===== src/rtl/serial_subtractor.sv =====
// Bit-serial subtractor: computes a-b LSB first, one bit per clock, over WIDTH cycles.
// Optional two's-complement overflow output is enabled by defining SERIAL_SUB_OVF_EN.
module serial_subtractor #(
  parameter int WIDTH = 8
) (
  input  logic             clk,
  input  logic             rst_n,
  input  logic             start,
  input  logic [WIDTH-1:0] a,
  input  logic [WIDTH-1:0] b,
  output logic             busy,
  output logic             done,
  output logic [WIDTH-1:0] diff,
`ifdef SERIAL_SUB_OVF_EN
  output logic             borrow,
  output logic             ovf
`else
  output logic             borrow
`endif
);

  localparam int CW = (WIDTH > 1) ? $clog2(WIDTH) : 1;

  typedef enum logic [1:0] {
    IDLE  = 2'd0,
    SHIFT = 2'd1,
    DONE  = 2'd2
  } state_t;

  state_t           state_reg, state_next;
  logic             accept;
  logic [WIDTH-1:0] a_sh_reg, b_sh_reg, diff_reg;
  logic             borrow_reg;
  logic [CW-1:0]    cnt_reg;
  logic             a_bit, b_bit, d_bit, bout_bit;
  logic             last_bit;

  assign a_bit    = a_sh_reg[0];
  assign b_bit    = b_sh_reg[0];
  assign d_bit    = a_bit ^ b_bit ^ borrow_reg;
  assign bout_bit = (~a_bit & b_bit) | (~(a_bit ^ b_bit) & borrow_reg);
  assign last_bit = (cnt_reg == '0);

  always_ff @(posedge clk or negedge rst_n) begin
    if (!rst_n) state_reg <= IDLE;
    else        state_reg <= state_next;
  end

  always_comb begin
    state_next = state_reg;
    accept     = 1'b0;
    case (state_reg)
      IDLE: begin
        if (start) begin
          state_next = SHIFT;
          accept     = 1'b1;
        end
      end
      SHIFT: begin
        if (last_bit) state_next = DONE;
      end
      DONE: begin
        // Start held across DONE chains straight into the next operation.
        if (start) begin
          state_next = SHIFT;
          accept     = 1'b1;
        end else begin
          state_next = IDLE;
        end
      end
      default: state_next = IDLE;
    endcase
  end

  always_ff @(posedge clk or negedge rst_n) begin
    if (!rst_n) begin
      a_sh_reg   <= '0;
      b_sh_reg   <= '0;
      diff_reg   <= '0;
      borrow_reg <= 1'b0;
      cnt_reg    <= '0;
    end else if (accept) begin
      a_sh_reg   <= a;
      b_sh_reg   <= b;
      borrow_reg <= 1'b0;
      cnt_reg    <= CW'(WIDTH - 1);
    end else if (state_reg == SHIFT) begin
      a_sh_reg   <= a_sh_reg >> 1;
      b_sh_reg   <= b_sh_reg >> 1;
      // Result bits enter at the MSB so the first bit lands in bit 0 after WIDTH shifts.
      diff_reg   <= {d_bit, diff_reg[WIDTH-1:1]};
      borrow_reg <= bout_bit;
      if (!last_bit) cnt_reg <= cnt_reg - CW'(1);
    end
  end

`ifdef SERIAL_SUB_OVF_EN
  logic ovf_reg;

  // On the last bit the shift-register LSBs hold the operand sign bits.
  always_ff @(posedge clk or negedge rst_n) begin
    if (!rst_n) begin
      ovf_reg <= 1'b0;
    end else if (accept) begin
      ovf_reg <= 1'b0;
    end else if (state_reg == SHIFT && last_bit) begin
      ovf_reg <= (a_bit ^ b_bit) & (d_bit ^ a_bit);
    end
  end

  assign ovf = ovf_reg;
`endif

  assign busy   = (state_reg == SHIFT);
  assign done   = (state_reg == DONE);
  assign diff   = diff_reg;
  assign borrow = borrow_reg;

endmodule

===== config.mk =====
export PLATFORM = sky130hd
export DESIGN_NAME = serial_subtractor
export DESIGN_NICKNAME = d
export VERILOG_FILES = /design/src/rtl/serial_subtractor.sv
export SDC_FILE = /design/constraint.sdc
export NUM_CORES = 1
export LEC_CHECK = 0
export ABC_AREA = 1
export CELL_PAD_IN_SITES_DETAIL_PLACEMENT = 1
export CELL_PAD_IN_SITES_GLOBAL_PLACEMENT = 2
export CORE_MARGIN = 4
export CORE_UTILIZATION = 25
export CTS_BUF_LIST = sky130_fd_sc_hd__clkbuf_16
export CTS_CLUSTER_SIZE = 8
export DETAILED_ROUTE_END_ITERATION = 7
export GPL_ROUTABILITY_DRIVEN = 0
export PLACE_DENSITY = 0.77
export SYNTH_ARGS = -nofsm -noshare
export SYNTH_HDL_FRONTEND = slang
export SYNTH_SLANG_ARGS = --single-unit

===== constraint.sdc =====
create_clock -name clk -period 1.1 [get_ports clk]
set_input_delay 0.33 -clock clk [delete_from_list [all_inputs] [get_ports clk]]
set_output_delay 0.33 -clock clk [all_outputs]
set_load 0.02 [all_outputs]

==> impl_results.md <==
* Max_cap viols at 0
* CP endpoint: busy
* Delay-heaviest family, CP: flip-flops
* Fraction of layout cells with a size suffix above 1 at 32.4%
* H-tree depth at 2
* CP Data Arrival Time at 0.96 ns
* CP Depth at 3
* Chip Width at 83.4 um
* Max IR drop VDD at 918 uV
* Sequential share of power at 26.1%
* Ranking of synthesized cells by area: dfrtp_1 (53%), nand2_1 (26%), inv_1 (6.1%), o21ai_0 (2.5%), buf_6 (2.4%)
* Place WS at -0.389 ns
* Drt first pass iters at 4
* Failing checks: negative setup slack
* CTS tree: built
* Leak Pwr at 1.24 nW
* Setup repair after global routing missed its margin: true
* Met3 Use GR at 2.98%
* Fraction of registers with async set/reset at 100%
* Met1 Usage GRT at 14.2%
* EDFF count, synth at 0
* Internal Dissipation at 4.57 mW
* Critical path's slowest cell: dfrtp_2
* Root buffer cell: clkbuf_16
* CORE AREA at 5510 um2
* CTS Buffer Depth at 2
* Initial antenna violation count at 0
* Critical Path RT at 0.77 ns
* Max FO, Critical Path at 3
* Num CTS Buffers at 5
* Routed vias at 1315
* Largest net degree at the start of global routing at 31
* Net count after synthesis at 204
* Synth cell count leaders: nand2_1 (100), dfrtp_1 (30), inv_1 (23)
* Initial Utilization at 25.8%
* M2 GR Usage at 20.6%
* Max-Slew Margin vs Limit at 87.3%
* Synth area leader: dfrtp_1
* Worst min-delay path category: primary input to asynchronous set/reset pin
* Clock transition at path regs at 0.05 ns
* Count of different cell masters after synthesis at 16
* Final core occ at 43.2%
* Count of final setup violators at 34
* CP endpoint kind: primary output
* Chip Height at 83.4 um
* Synth top area share at 52.9%
* DRT Wirelength at 4070 um
* Switch share at 40.2%
* Cell with the most instances after synthesis: nand2_1
* Post-Synthesis Cells at 182
* Num Clock Sinks at 30
* Post-detail-place hpwl at 2220 um
* Worst-Skew Late Latency at 0.27 ns
* Slowest stage delay, CP at 0.41 ns
* Area Growth Syn to Fin at 67.6%
* Pwr/cell area at 3210 nW/um2
* Detail-routed via count per cell at 4.16
* Slew of the pin with the lowest slew margin at 0.190 ns
* Logic pwr share at 57.4%
* Buffers and inverters on the worst path at 2
* Worst R2R Path Depth at 7
* Remaining Overflow, GRT at 0
* Die Area at 6950 um2
* Status: complete, but fails checks
* WHS at 0.418 ns
* CP Launch Type: flip-flop
* Antenna Violating Nets Remaining at 0
* Most Used Layer, Global Route: met2
* PortBufs at 29
* Post-route minimum period at 1.29 ns
* RR Startpoint: state_reg[0]
* Final worst slack at -0.195 ns
* CP Class: flip-flop to primary output
* R2r setup slk at -0.11 ns
* Sequential area share after synthesis at 52.9%
* Vias in the first global route at 1357
* Yosys reg bits at 30
* Clock share of power at 16.6%
* Fmax at 0.772 GHz
* Final Hold Fails at 0
* Net load switching power at 3.06 mW
* IO Pins at 30
* Global-route wire length before repair at 6640 um
* Post-route cell area at 2380 um2
* GRT Total Usage at 11.9%
* # diodes at 0
* Crit path from: state_reg[0]
* Clock Skew at 0.00379 ns
* Placed Area at 1890 um2
* Final Net Count at 265
* WL/cell at 12.9 um
* Row count at 27
* Crit-path cells: inv_2 -> nor2_4 -> buf_6
* Post-route DRC at 0
* Initial DRC count at 23
* Final Max Slew Viols at 0
* Syn Std Cell Area at 1420 um2
* Ys flop type: dfrtp_1
* End of the worst register-to-register path: cnt_reg[2]
* Yosys warning count at 0
* Crit share post-route at 118%
* Mean Syn Cell Area at 7.80 um2
[how the worst min path moves through the flow]
stage | endpoint | start | slack [ns] | cells past startpoint
2_1_floorplan | a_sh_reg[0] | rst_n | 0.03 | 0
6_report | b_sh_reg[3] | rst_n | 0.42 | 2
3_5_place_dp | a_sh_reg[7] | a_sh_reg[7] | 0.46 | 2
4_1_cts | diff[6] | rst_n | 0.43 | 2
5_1_grt | b_sh_reg[7] | rst_n | 0.44 | 2
3_3_place_gp | b_sh_reg[6] | b_sh_reg[6] | 0.46 | 2
[power by group through the flow]
stage	combinational [mW]	clock, mW	sequential [mW]
5_1_grt	4.82	1.36	2.06
6_report	4.38	1.27	1.99
4_1_cts	3.83	1.32	1.97
3_3_place_gp	2.78	0	1.90
2_1_floorplan	1.62	0	2.05
3_5_place_dp	2.82	0	1.92
[cell type report]
cell class / count / area (um2)
repair buffers: 56 / 607
multi-input cells: 121 / 656
flip-flops and latches: 30 / 753
clock buffers: 5 / 125
well taps: 72 / 90.1
repair inverters: 3 / 21.3
fillers: 653 / 3130
inverters: 26 / 115
clock inverters: 3 / 12.5
[per-layer routing]
metal  up-vias  wire, um  part of all wire [%]
li1        658         -                     -
met1       632      1810                    44
met2        19      2080                    51
met3         6       115                   2.8
met4         0        68                   1.7
met5         -         0                     0
[metrics by stage]
| stage | power [mW] | cells | TNS, ns |
|---|---|---|---|
| 2_1_floorplan | 3.67 | 182 | -0.0136 |
| 3_3_place_gp | 4.68 | 293 | -7.52 |
| 3_5_place_dp | 4.75 | 293 | -7.56 |
| 4_1_cts | 7.12 | 308 | -1.81 |
| 5_1_grt | 8.25 | 316 | -3.65 |
| 6_report | 7.63 | 316 | -1.97 |
[logic make-up (layout without fill, tap and decap cells)]
logic type	count (synthesis)	count (layout)	share of synthesized area (%)
DFF	30	30	52.9
adders and majority gates	3	3	3.17
AOI/OAI and AO/OA	7	7	2.47
buffers and inverters	31	93	10.3
and+or+nand+nor	111	111	31.2
[timing repair]
action | in CTS | in global routing
pin swaps | 3 | 4
resized for setup | 106 | 18
setup buffers | 4 | 6
setup endpoints to repair | 32 | 41
gates cloned | 5 | 2
hold buffers | 0 | 0
[worst reg2reg max path, cell delays in order, from the launching register on]
cell and delay (ns):
dfrtp_2 0.41, inv_2 0.06, nor2_4 0.10, buf_6 0.18, buf_12 0.15, nand2_8 0.07, nand3_1 0.08, nand2_1 0.05
[placed cells by master (no fill, tap or decap), types with 6 or more instances in the layout]
cell,n
nand2_1,86
clkbuf_16,6
dfrtp_1,28
buf_6,16
clkdlybuf4s50_1,17
buf_4,17
inv_1,22
nand2_2,10
Note: power is estimated with default switching activity, not from simulation.
